--- config.mk ---
export PLATFORM = sky130hd
export DESIGN_NAME = mash_feed_ctrl
export DESIGN_NICKNAME = d
export VERILOG_FILES = /design/src/rtl/mash_pkg.sv /design/src/rtl/mash_sample_fifo.sv /design/src/rtl/mash_feed_ctrl.sv
export SDC_FILE = /design/constraint.sdc
export NUM_CORES = 1
export LEC_CHECK = 0
export BUFFER_PORTS_ARGS = -buffer_cell sky130_fd_sc_hd__buf_2
export CORE_MARGIN = 3
export CORE_UTILIZATION = 60
export CTS_CLUSTER_SIZE = 12
export DETAILED_ROUTE_END_ITERATION = 12
export PLACE_DENSITY = 0.81
export SYNTH_ARGS = -nofsm -noshare
export SYNTH_HDL_FRONTEND = slang
export SYNTH_HIERARCHICAL = 1
export SYNTH_SLANG_ARGS = --single-unit
--- constraint.sdc ---
create_clock -name aclk -period 3.5 [get_ports aclk]
set_input_delay 0.7 -clock aclk [delete_from_list [all_inputs] [get_ports aclk]]
set_output_delay 0.7 -clock aclk [all_outputs]
set_load 0.01 [all_outputs]
--- src/rtl/mash_pkg.sv ---
// Shared types and helpers for the MASH 1-1 sample-feed sequencer.
package mash_pkg;

  typedef enum logic [2:0] {
    ST_IDLE      = 3'd0,
    ST_RAMP_UP   = 3'd1,
    ST_PRIME     = 3'd2,
    ST_RUN       = 3'd3,
    ST_RAMP_DOWN = 3'd4
  } feed_state_e;

  // Midscale of an unsigned offset-binary code of the given width.
  function automatic logic [31:0] mid_value(input int unsigned width);
    return 32'd1 << (width - 1);
  endfunction

endpackage

--- src/rtl/mash_sample_fifo.sv ---
// Single-clock sample FIFO with occupancy count and a synchronous flush.
module mash_sample_fifo #(
  parameter int WIDTH = 16,
  parameter int DEPTH = 8
) (
  input  logic                         aclk,
  input  logic                         arst_n,
  input  logic                         push,
  input  logic [WIDTH-1:0]             push_data,
  input  logic                         pop,
  input  logic                         flush,
  output logic [WIDTH-1:0]             pop_data,
  output logic                         full,
  output logic                         empty,
  output logic [$clog2(DEPTH+1)-1:0]   level
);

  localparam int AW = $clog2(DEPTH);
  localparam int LW = $clog2(DEPTH+1);

  logic [WIDTH-1:0] mem [DEPTH];
  logic [AW-1:0]    wr_ptr;
  logic [AW-1:0]    rd_ptr;
  logic             do_push;
  logic             do_pop;

  // Overflow and underflow are blocked here, whatever the caller requests.
  assign do_push  = push && !full;
  assign do_pop   = pop && !empty;
  assign full     = (level == LW'(DEPTH));
  assign empty    = (level == '0);
  assign pop_data = mem[rd_ptr];

  always_ff @(posedge aclk) begin
    if (do_push) mem[wr_ptr] <= push_data;
  end

  always_ff @(posedge aclk or negedge arst_n) begin
    if (!arst_n) begin
      wr_ptr <= '0;
      rd_ptr <= '0;
      level  <= '0;
    end else if (flush) begin
      wr_ptr <= '0;
      rd_ptr <= '0;
      level  <= '0;
    end else begin
      if (do_push) wr_ptr <= wr_ptr + AW'(1);
      if (do_pop)  rd_ptr <= rd_ptr + AW'(1);
      if (do_push && !do_pop)      level <= level + LW'(1);
      else if (do_pop && !do_push) level <= level - LW'(1);
    end
  end

endmodule

--- src/rtl/mash_feed_ctrl.sv ---
// Sample-feed sequencer: buffers samples, holds each for OSR modulator cycles,
// and ramps between 0 and midscale on start-up and shutdown.
// Handshake: a beat transfers on each aclk edge where tvalid && tready;
// valid never depends combinationally on ready.
module mash_feed_ctrl
  import mash_pkg::*;
#(
  parameter int              WIDTH      = 16,
  parameter int              OSR        = 64,
  parameter int              FIFO_DEPTH = 8,
  parameter logic [WIDTH-1:0] RAMP_STEP = 16'h0100
) (
  input  logic                              aclk,
  input  logic                              arst_n,
  input  logic                              enable,
  input  logic [WIDTH-1:0]                  s_axis_data_tdata,
  input  logic                              s_axis_data_tvalid,
  output logic                              s_axis_data_tready,
  output logic [WIDTH-1:0]                  m_axis_data_tdata,
  output logic                              m_axis_data_tvalid,
  input  logic                              m_axis_data_tready,
  output logic                              running,
  output logic                              underrun,
  output logic [$clog2(FIFO_DEPTH+1)-1:0]   fifo_level,
  output logic [2:0]                        dbg_state
);

  localparam int               PW        = $clog2(OSR);
  localparam int               LW        = $clog2(FIFO_DEPTH+1);
  localparam logic [WIDTH:0]   MID       = (WIDTH+1)'(mid_value(WIDTH));
  localparam logic [PW-1:0]    PH_LAST   = PW'(OSR-1);
  localparam logic [LW-1:0]    PRIME_LVL = LW'(FIFO_DEPTH/2);

  feed_state_e      state, state_nxt;
  logic [PW-1:0]    phase, phase_nxt;
  logic [WIDTH-1:0] value, value_nxt;
  logic             underrun_nxt;
  logic             boundary;
  logic             fifo_push, fifo_pop, fifo_flush;
  logic             fifo_full, fifo_empty;
  logic [WIDTH-1:0] fifo_head;
  logic [WIDTH:0]   up_sum, dn_diff;
  logic [WIDTH-1:0] up_val, dn_val;

  mash_sample_fifo #(
    .WIDTH (WIDTH),
    .DEPTH (FIFO_DEPTH)
  ) u_fifo (
    .aclk      (aclk),
    .arst_n    (arst_n),
    .push      (fifo_push),
    .push_data (s_axis_data_tdata),
    .pop       (fifo_pop),
    .flush     (fifo_flush),
    .pop_data  (fifo_head),
    .full      (fifo_full),
    .empty     (fifo_empty),
    .level     (fifo_level)
  );

  // One extra bit keeps the ramp saturating instead of wrapping.
  assign up_sum  = {1'b0, value} + {1'b0, RAMP_STEP};
  assign dn_diff = {1'b0, value} - {1'b0, RAMP_STEP};
  assign up_val  = (up_sum >= MID) ? MID[WIDTH-1:0] : up_sum[WIDTH-1:0];
  assign dn_val  = dn_diff[WIDTH] ? '0 : dn_diff[WIDTH-1:0];

  assign boundary  = (phase == PH_LAST) && m_axis_data_tready;
  assign fifo_push = s_axis_data_tvalid && s_axis_data_tready;

  assign s_axis_data_tready = !fifo_full &&
                              (state inside {ST_RAMP_UP, ST_PRIME, ST_RUN});
  assign m_axis_data_tvalid = (state != ST_IDLE);
  assign m_axis_data_tdata  = value;
  assign running            = (state == ST_RUN);
  assign dbg_state          = state;

  always_ff @(posedge aclk or negedge arst_n) begin
    if (!arst_n) begin
      state    <= ST_IDLE;
      phase    <= '0;
      value    <= '0;
      underrun <= 1'b0;
    end else begin
      state    <= state_nxt;
      phase    <= phase_nxt;
      value    <= value_nxt;
      underrun <= underrun_nxt;
    end
  end

  always_comb begin
    state_nxt    = state;
    phase_nxt    = phase;
    value_nxt    = value;
    underrun_nxt = underrun;
    fifo_pop     = 1'b0;
    fifo_flush   = 1'b0;

    if (state != ST_IDLE && m_axis_data_tready)
      phase_nxt = boundary ? '0 : phase + PW'(1);

    unique case (state)
      ST_IDLE: begin
        phase_nxt = '0;
        value_nxt = '0;
        if (enable) begin
          state_nxt    = ST_RAMP_UP;
          underrun_nxt = 1'b0;
        end
      end
      ST_RAMP_UP, ST_PRIME, ST_RUN: begin
        // Dropping enable wins over any boundary action on the same edge.
        if (!enable) begin
          state_nxt = ST_RAMP_DOWN;
        end else if (boundary) begin
          if (state == ST_RAMP_UP) begin
            if ({1'b0, value} == MID) state_nxt = ST_PRIME;
            else                      value_nxt = up_val;
          end else if (state == ST_PRIME) begin
            if (fifo_level >= PRIME_LVL) begin
              state_nxt = ST_RUN;
              fifo_pop  = 1'b1;
              value_nxt = fifo_head;
            end
          end else begin
            if (!fifo_empty) begin
              fifo_pop  = 1'b1;
              value_nxt = fifo_head;
            end else begin
              underrun_nxt = 1'b1;
            end
          end
        end
      end
      ST_RAMP_DOWN: begin
        if (boundary) begin
          if (value == '0) begin
            state_nxt  = ST_IDLE;
            fifo_flush = 1'b1;
          end else begin
            value_nxt = dn_val;
          end
        end
      end
      default: state_nxt = ST_IDLE;
    endcase
  end

endmodule

==> run_results.csv, run 1 <==
group,metric,value,unit
routing,vias,4366,
placed_design,gp_congestion,0.921,
global_route,grt_pass1_wl,24.6,mm
cts,clkTransAtPathRegs,0.06,ns
routing,antenna_left,0,
global_route,antenna_found_initial,0,
sta,tightest_slew,0.911,ns
cts,cts_tree,"done",
logic_synthesis,synth.avg_cell_area,15.7,sq um
die,rows,40,
setup_path,end_kind,"flop",
routing,wl_per_cell,21.8,microns
logic_synthesis,synth.net_count,505,
cts,cts_buffers,17,
global_route,grt_pass1_vias,4481,
cts,clockRootBuffer,"clkbuf_16",
global_route,grt.overflow.total,0,
cts,clk_latency,0.42,ns
logic_synthesis,synth_warnings,6,
die,start_util,0.617,
setup_path,crit_fanout,16,
cells_and_area,antenna_cells,0,
power_and_ir_drop,p_int,4.08,mW
cells_and_area,instances_no_fill,709,
sta,max_freq,315,MHz
cells_and_area,utilization,0.701,
sta,tns,0,ns
setup_path,worstSetupPathType,"reg -> reg",
routing,routed_via_density,6.16,
sta,setup_violations,0,
setup_path,startpoint_type,"flop",
logic_synthesis,yosysSeqAreaShare,0.637,
global_route,grt_max_degree,37,
setup_path,cp.required,3.80,ns
global_route,track_usage,0.235,
die,dieArea,0.0138,sq mm
power_and_ir_drop,p_seq_frac,0.439,
logic_synthesis,synth_seq_cells,164,
cells_and_area,nets,560,
sta,maxSlewHeadroom,0.393,
routing,routed_wirelength,15.4,mm
sta,period_share,0.907,
sta,post-route-min-period,3.17,ns
cells_and_area,area_growth_syn_to_layout,13.5,%
status,outcome,"complete, no violations",
placed_design,dp_cells,678,
job,maxCapViolations,0,
sta,hold_viol_final,0,
die,fp.dieW,117,microns
logic_synthesis,synth_ff_type,"edfxtp_1",
power_and_ir_drop,leakage,3.09,nW
logic_synthesis,synth_edf_count,128,
sta,slew_violations,0,
setup_path,arrival,3.48,ns
sta,clock_skew,0.0110,ns
sta,rsz0062_at_grt,"false",
die,core,0.0121,sq mm
cts,post-cts-setup-buffers,0,
power_and_ir_drop,power_switching,1.93,mW
cts,h-tree-depth,4,
logic_synthesis,synth_cell_types,68,
placed_design,portBuffers,47,
power_and_ir_drop,power_frac_clock,0.307,
logic_synthesis,synth_area,0.00745,sq mm
die,fp.dieH,117,microns
sta,whs,0.384,ns
cts,cts_num_sinks,164,
logic_synthesis,syn_inst,474,
power_and_ir_drop,power_frac_comb,0.253,
routing,drt_iter0_drc,506,
power_and_ir_drop,ir_drop,0.380,mV
power_and_ir_drop,swShare,0.321,
power_and_ir_drop,power.density,710,mW/mm^2
routing,dr.pass1.iters,7,
hold_path,worst_hold_path_type,"in -> async",
cells_and_area,drive_gt1_frac,0.238,
cts,cts-resized-gates,0,
logic_synthesis,ys_async_sr_fraction,0.220,
cts,ctsHoldBuffers,0,
routing,drc,0,
placed_design,dp_hpwl,9.49,mm
cts,cts.path.max_buffers,2,
die,io_pins,48,
==> synthesized netlist by cell type, drive strengths merged (4+ instances only) <==
master | n | area (sq um)
dfrtp | 36 | 901
mux2i | 13 | 130
nand2 | 21 | 81.3
buf | 19 | 139
nand4 | 6 | 52.6
a21oi | 15 | 75.1
o31ai | 5 | 37.5
mux4 | 32 | 815
clkbuf | 7 | 26.3
nor4 | 7 | 65.1
nor2 | 38 | 143
xor2 | 7 | 61.3
a221oi | 4 | 35.0
mux2 | 18 | 203
nand3 | 9 | 45.0
ha | 9 | 113
edfxtp | 128 | 3840
nor3b | 4 | 30.0
inv | 23 | 86.3
nor3 | 13 | 76.3
o21ai | 11 | 55.1
==> cell type report <==
cell class | instances | area [sq um]
clock buffers | 19 | 433
clock inverters | 12 | 156
fillers | 748 | 3610
inverters | 23 | 86.3
multi-input cells | 261 | 2460
flip-flops and latches | 164 | 4740
well taps | 168 | 210
repair buffers | 62 | 360
==> logic make-up after synthesis <==
group,count (synthesis),synth area share
flops,164,0.637
simple gates,117,0.0854
mux,63,0.154
compound gates,61,0.0601
buf+inv,49,0.0338
xor+xnor,10,0.0118
fa+ha+maj,10,0.0178
==> registers in the layout, summed over array words and instances (netlist names) <==
name / cells
u_fifo/wr_ptr: 3
m_axis_data_tdata: 16
underrun: 1
phase: 6
u_fifo/mem: 128
u_fifo/rd_ptr: 3
dbg_state: 3
u_fifo/level: 4
==> layer usage <==
| layer | vias to the layer above | GRT usage | part of all wire |
|---|---|---|---|
| li1 | 1977 | - | - |
| met1 | 2176 | 0.303 | 0.41 |
| met2 | 184 | 0.390 | 0.51 |
| met3 | 29 | 0.0545 | 0.056 |
| met4 | 0 | 0.0909 | 0.022 |
| met5 | - | 0 | 0 |
==> power by group through the flow <==
stage	registers [mW]	logic [mW]	clock network (mW)
2_1_floorplan	2.59	1.11	0
3_3_place_gp	2.64	1.45	0
3_5_place_dp	2.67	1.50	0
4_1_cts	2.63	1.52	1.87
5_1_grt	2.67	1.68	1.96
6_report	2.64	1.52	1.85
==> path summary, 6_finish.rpt <==
| check | start | to | slack [ns] | cells past startpoint |
|---|---|---|---|---|
| worst max-delay path | dbg_state[0]$_DFFE_PN0P_ | u_fifo/level[3]$_DFFE_PN0P_ | 0.33 | 13 |
| worst min-delay path | arst_n | phase[2]$_DFFE_PN0P_ | 0.38 | 1 |
| worst max register to register | dbg_state[0]$_DFFE_PN0P_ | u_fifo/level[3]$_DFFE_PN0P_ | 0.33 | 13 |
| worst min register to register | m_axis_data_tdata[4]$_DFFE_PN0P_ | m_axis_data_tdata[4]$_DFFE_PN0P_ | 0.56 | 2 |
| max in group asynchronous | arst_n | m_axis_data_tdata[11]$_DFFE_PN0P_ | 2.58 | 1 |
| min in group aclk | s_axis_data_tdata[10] | u_fifo/mem[2][10]$_DFFE_PP_ | 0.55 | 1 |
==> critical path, cell delays in order, from the launching register on <==
cell      delay, ns
dfrtp_1        0.67
nor2_1         0.12
or2_2          0.31
nor2_1         0.11
and2_1         0.16
nand2_1        0.09
inv_1          0.13
ha_1           0.22
inv_1          0.10
ha_1           0.32
a21oi_1        0.19
a211oi_1       0.10
a31oi_1        0.17
mux2_2         0.35
==> through the flow <==
| step | total power [mW] | area [sq um] | setup slack (ns) |
|---|---|---|---|
| 6_report | 6.01 | 8450 | 0.327 |
| 5_1_grt | 6.31 | 8450 | 0.0322 |
| 4_1_cts | 6.03 | 8450 | 0.339 |
| 3_5_place_dp | 4.17 | 7860 | 0.317 |
| 3_3_place_gp | 4.09 | 7860 | 0.450 |
| 2_1_floorplan | 3.70 | 7450 | 0.176 |
==> cell usage in the layout (no fill, tap or decap), drive strengths merged, types with 4 or more instances in the layout <==
master / Yosys / routed
dfrtp: 36 / 36
xor2: 7 / 7
clkinv: 0 / 5
a21oi: 15 / 15
clkbuf: 7 / 19
inv: 23 / 24
nor2: 38 / 38
mux4: 32 / 32
a221oi: 4 / 4
nor4: 7 / 7
nand3: 9 / 9
nand4: 6 / 6
o31ai: 5 / 5
edfxtp: 128 / 128
mux2: 18 / 18
ha: 9 / 9
buf: 19 / 62
nor3: 13 / 13
mux2i: 13 / 13
o21ai: 11 / 11
nor3b: 4 / 4
nand2: 21 / 21
Power figures use the tool's default switching activity.
==> inputs of run 2 (changes only) <==
Settings changed: CELL_PAD_IN_SITES_DETAIL_PLACEMENT set to 0, CELL_PAD_IN_SITES_GLOBAL_PLACEMENT set to 2, CORE_UTILIZATION 60 to 44, SYNTH_HIERARCHICAL 1 to not set.
==> run 2 against run 1 <==
Against the previous run:
- combinational power about the same
- sequential cell count unchanged
- sequential share of layout area increased by 0.66 points
- register-to-register slack improved by 0.49 ns
- synthesized area decreased by 3.8%
- non-clock buffer count unchanged
- final cell count increased by 6.2%
- routed wire length decreased by 5.9%
- clock skew increased by 0.0028 ns
- cell area decreased by 1.1%
- core utilization decreased by 17 points
- clock-buffer cell count decreased by 2
==> run_results.csv, run 2 <==
group,metric,value,unit
status,outcome,"complete, no violations",
sta,tightest_slew,0.839,ns
cells_and_area,instances_no_fill,753,
setup_path,end_kind,"flop",
cts,clockRootBuffer,"clkbuf_16",
global_route,grt_pass1_vias,4248,
routing,dr.pass1.iters,4,
routing,drc,0,
logic_synthesis,synth_edf_count,128,
cts,cts_num_sinks,164,
logic_synthesis,synth_area,0.00717,sq mm
setup_path,reg2reg_from,"dbg_state[0]$_DFFE_PN0P_",
setup_path,worstSetupPathType,"reg -> reg",
logic_synthesis,synth_most_common_cell,"edfxtp_1",
logic_synthesis,synthTopCellsByCount,"128 x edfxtp_1, 45 x nor2_1, 36 x dfrtp_1",
die,rows,46,
die,start_util,0.451,
power_and_ir_drop,power.density,722,mW/mm^2
cts,clk_latency,0.42,ns
logic_synthesis,synth.avg_cell_area,15.5,sq um
cells_and_area,antenna_cells,0,
sta,slew_violations,0,
setup_path,crit_fanout,14,
routing,antenna_left,0,
power_and_ir_drop,ir_drop,0.460,mV
cells_and_area,area_growth_syn_to_layout,16.6,%
cells_and_area,final_common_cell,"edfxtp_1",
sta,hold_viol_final,0,
hold_path,worst_hold_path_type,"in -> async",
logic_synthesis,synth_cell_types,55,
logic_synthesis,synth.top_cells.by_area,"edfxtp_1 54%, dfrtp_1 13%, mux4_2 8.5%",
setup_path,cp.required,3.81,ns
routing,drt_iter0_drc,415,
logic_synthesis,synth_ff_type,"edfxtp_1",
global_route,grt_max_degree,37,
global_route,grt_pass1_wl,23.9,mm
sta,tns,0,ns
cells_and_area,drive_gt1_frac,0.277,
placed_design,gp_congestion,0.794,
power_and_ir_drop,leakage,2.96,nW
die,io_pins,48,
setup_path,startpoint_type,"flop",
cts,cts.path.max_buffers,2,
sta,clock_skew,0.0138,ns
sta,setup_violations,0,
die,fp.dieH,134,microns
sta,period_share,0.768,
logic_synthesis,synth_seq_cells,164,
cells_and_area,most-common-layout-cells,"128 x edfxtp_1, 47 x buf_2, 45 x nor2_1",
cts,post-cts-setup-buffers,0,
job,maxCapViolations,0,
cts,ctsHoldBuffers,0,
logic_synthesis,yosysSeqAreaShare,0.662,
cells_and_area,utilization,0.526,
routing,routed_wirelength,14.5,mm
die,dieArea,0.0179,sq mm
die,core,0.0159,sq mm
placed_design,dp_cells,721,
sta,post-route-min-period,2.69,ns
setup_path,r2r-end,"u_fifo.level[3]$_DFFE_PN0P_",
cells_and_area,registers.top_by_ff_count,"u_fifo.mem",
cts,cts_buffers,17,
cells_and_area,largest_reg_flops,128,
setup_path,reg2reg_depth,10,
global_route,grt.overflow.total,0,
setup_path,arrival,3.00,ns
logic_synthesis,synth_top_area_frac,0.536,
routing,wl_per_cell,19.3,microns
sta,rsz0062_at_grt,"false",
logic_synthesis,synth_warnings,0,
routing,routed_via_density,5.49,
routing,vias,4132,
cts,h-tree-depth,4,
sta,max_freq,372,MHz
logic_synthesis,syn_inst,462,
cts,clkTransAtPathRegs,0.07,ns
setup_path,ff2ff_setup_slack,0.81,ns
cts,cts_tree,"done",
sta,maxSlewHeadroom,0.440,
die,fp.dieW,134,microns
logic_synthesis,yosysTopAreaCell,"edfxtp_1",
placed_design,portBuffers,47,
global_route,track_usage,0.177,
global_route,antenna_found_initial,1,
placed_design,dp_hpwl,9.37,mm
cells_and_area,nets,553,
logic_synthesis,synth.net_count,491,
cts,cts-resized-gates,0,
logic_synthesis,ys_async_sr_fraction,0.220,
run 2: cell count changes after synthesis, moves of 7 or more:
cell      before  now
mux4_1        25    0
mux4_2         7   27
mux2i_1       13   28
inv_1         22    9
nand3b_1       0    8
o21ai_0       11   19
nor2_1        38   45
run 2: area by class of cell:
type,count,area [sq um]
tap,216,270
clock inverter,15,190
multi-input combinational,270,2320
fill,1339,7530
clock buffer,17,425
sequential,164,4750
timing repair buffer,62,373
inverter,9,33.8
run 2: power by group:
| group | internal (mW) | switching, mW |
|---|---|---|
| Clock | 1.08 | 0.799 |
| Sequential | 2.38 | 0.284 |
| Combinational | 0.611 | 0.880 |
| Total | 4.07 | 1.96 |
run 2: critical path, stage by stage (launching register included):
cell,delay (ns)
dfrtp_1,0.57
o21ai_1,0.25
a2111oi_4,0.57
or2_2,0.23
ha_1,0.23
a21o_1,0.17
a21oi_1,0.18
nand3_1,0.09
o21ai_0,0.11
xnor2_1,0.14
nor2_1,0.05
run 2: cell families (layout without fill, tap and decap cells):
family / Yosys count / in the layout / share of synthesized area
fa+ha+maj: 8 / 8 / 0.0150
flops: 164 / 164 / 0.662
xor+xnor: 8 / 8 / 0.00978
simple gates: 121 / 121 / 0.0884
mux: 66 / 66 / 0.141
buf+inv: 28 / 103 / 0.0159
compound gates: 67 / 67 / 0.0676
run 2: per-stage QoR:
stage                     setup WS [ns]  power, mW  hold slack (ns)  cell area [sq um]
after global routing              0.474       6.40            0.443               8360
after CTS                         0.776       6.11            0.401               8360
final                             0.813       6.04            0.382               8360
after global placement            0.625       4.17            0.516               7740
after floorplan                   0.453       3.65            0.404               7170
after detailed placement          0.582       4.21            0.521               7740
run 2: worst max-delay path by stage:
stage                             startpoint                          end  slack [ns]
global placement          m_axis_data_tready  u_fifo.level[3]$_DFFE_PN0P_        0.63
global route        dbg_state[0]$_DFFE_PN0P_  u_fifo.level[3]$_DFFE_PN0P_        0.47
CTS                 dbg_state[0]$_DFFE_PN0P_  u_fifo.level[3]$_DFFE_PN0P_        0.78
finish              dbg_state[0]$_DFFE_PN0P_  u_fifo.level[3]$_DFFE_PN0P_        0.81
floorplan           dbg_state[0]$_DFFE_PN0P_   u_fifo.mem[1][0]$_DFFE_PP_        0.45
detailed placement        m_axis_data_tready  u_fifo.level[3]$_DFFE_PN0P_        0.58
run 2: layer usage:
layer	share of wire	global-route usage	wire length (microns)
met1	0.44	0.248	6370
met2	0.50	0.277	7250
met3	0.057	0.0442	828
met4	0.0058	0.0491	85
met5	0.00089	0	13
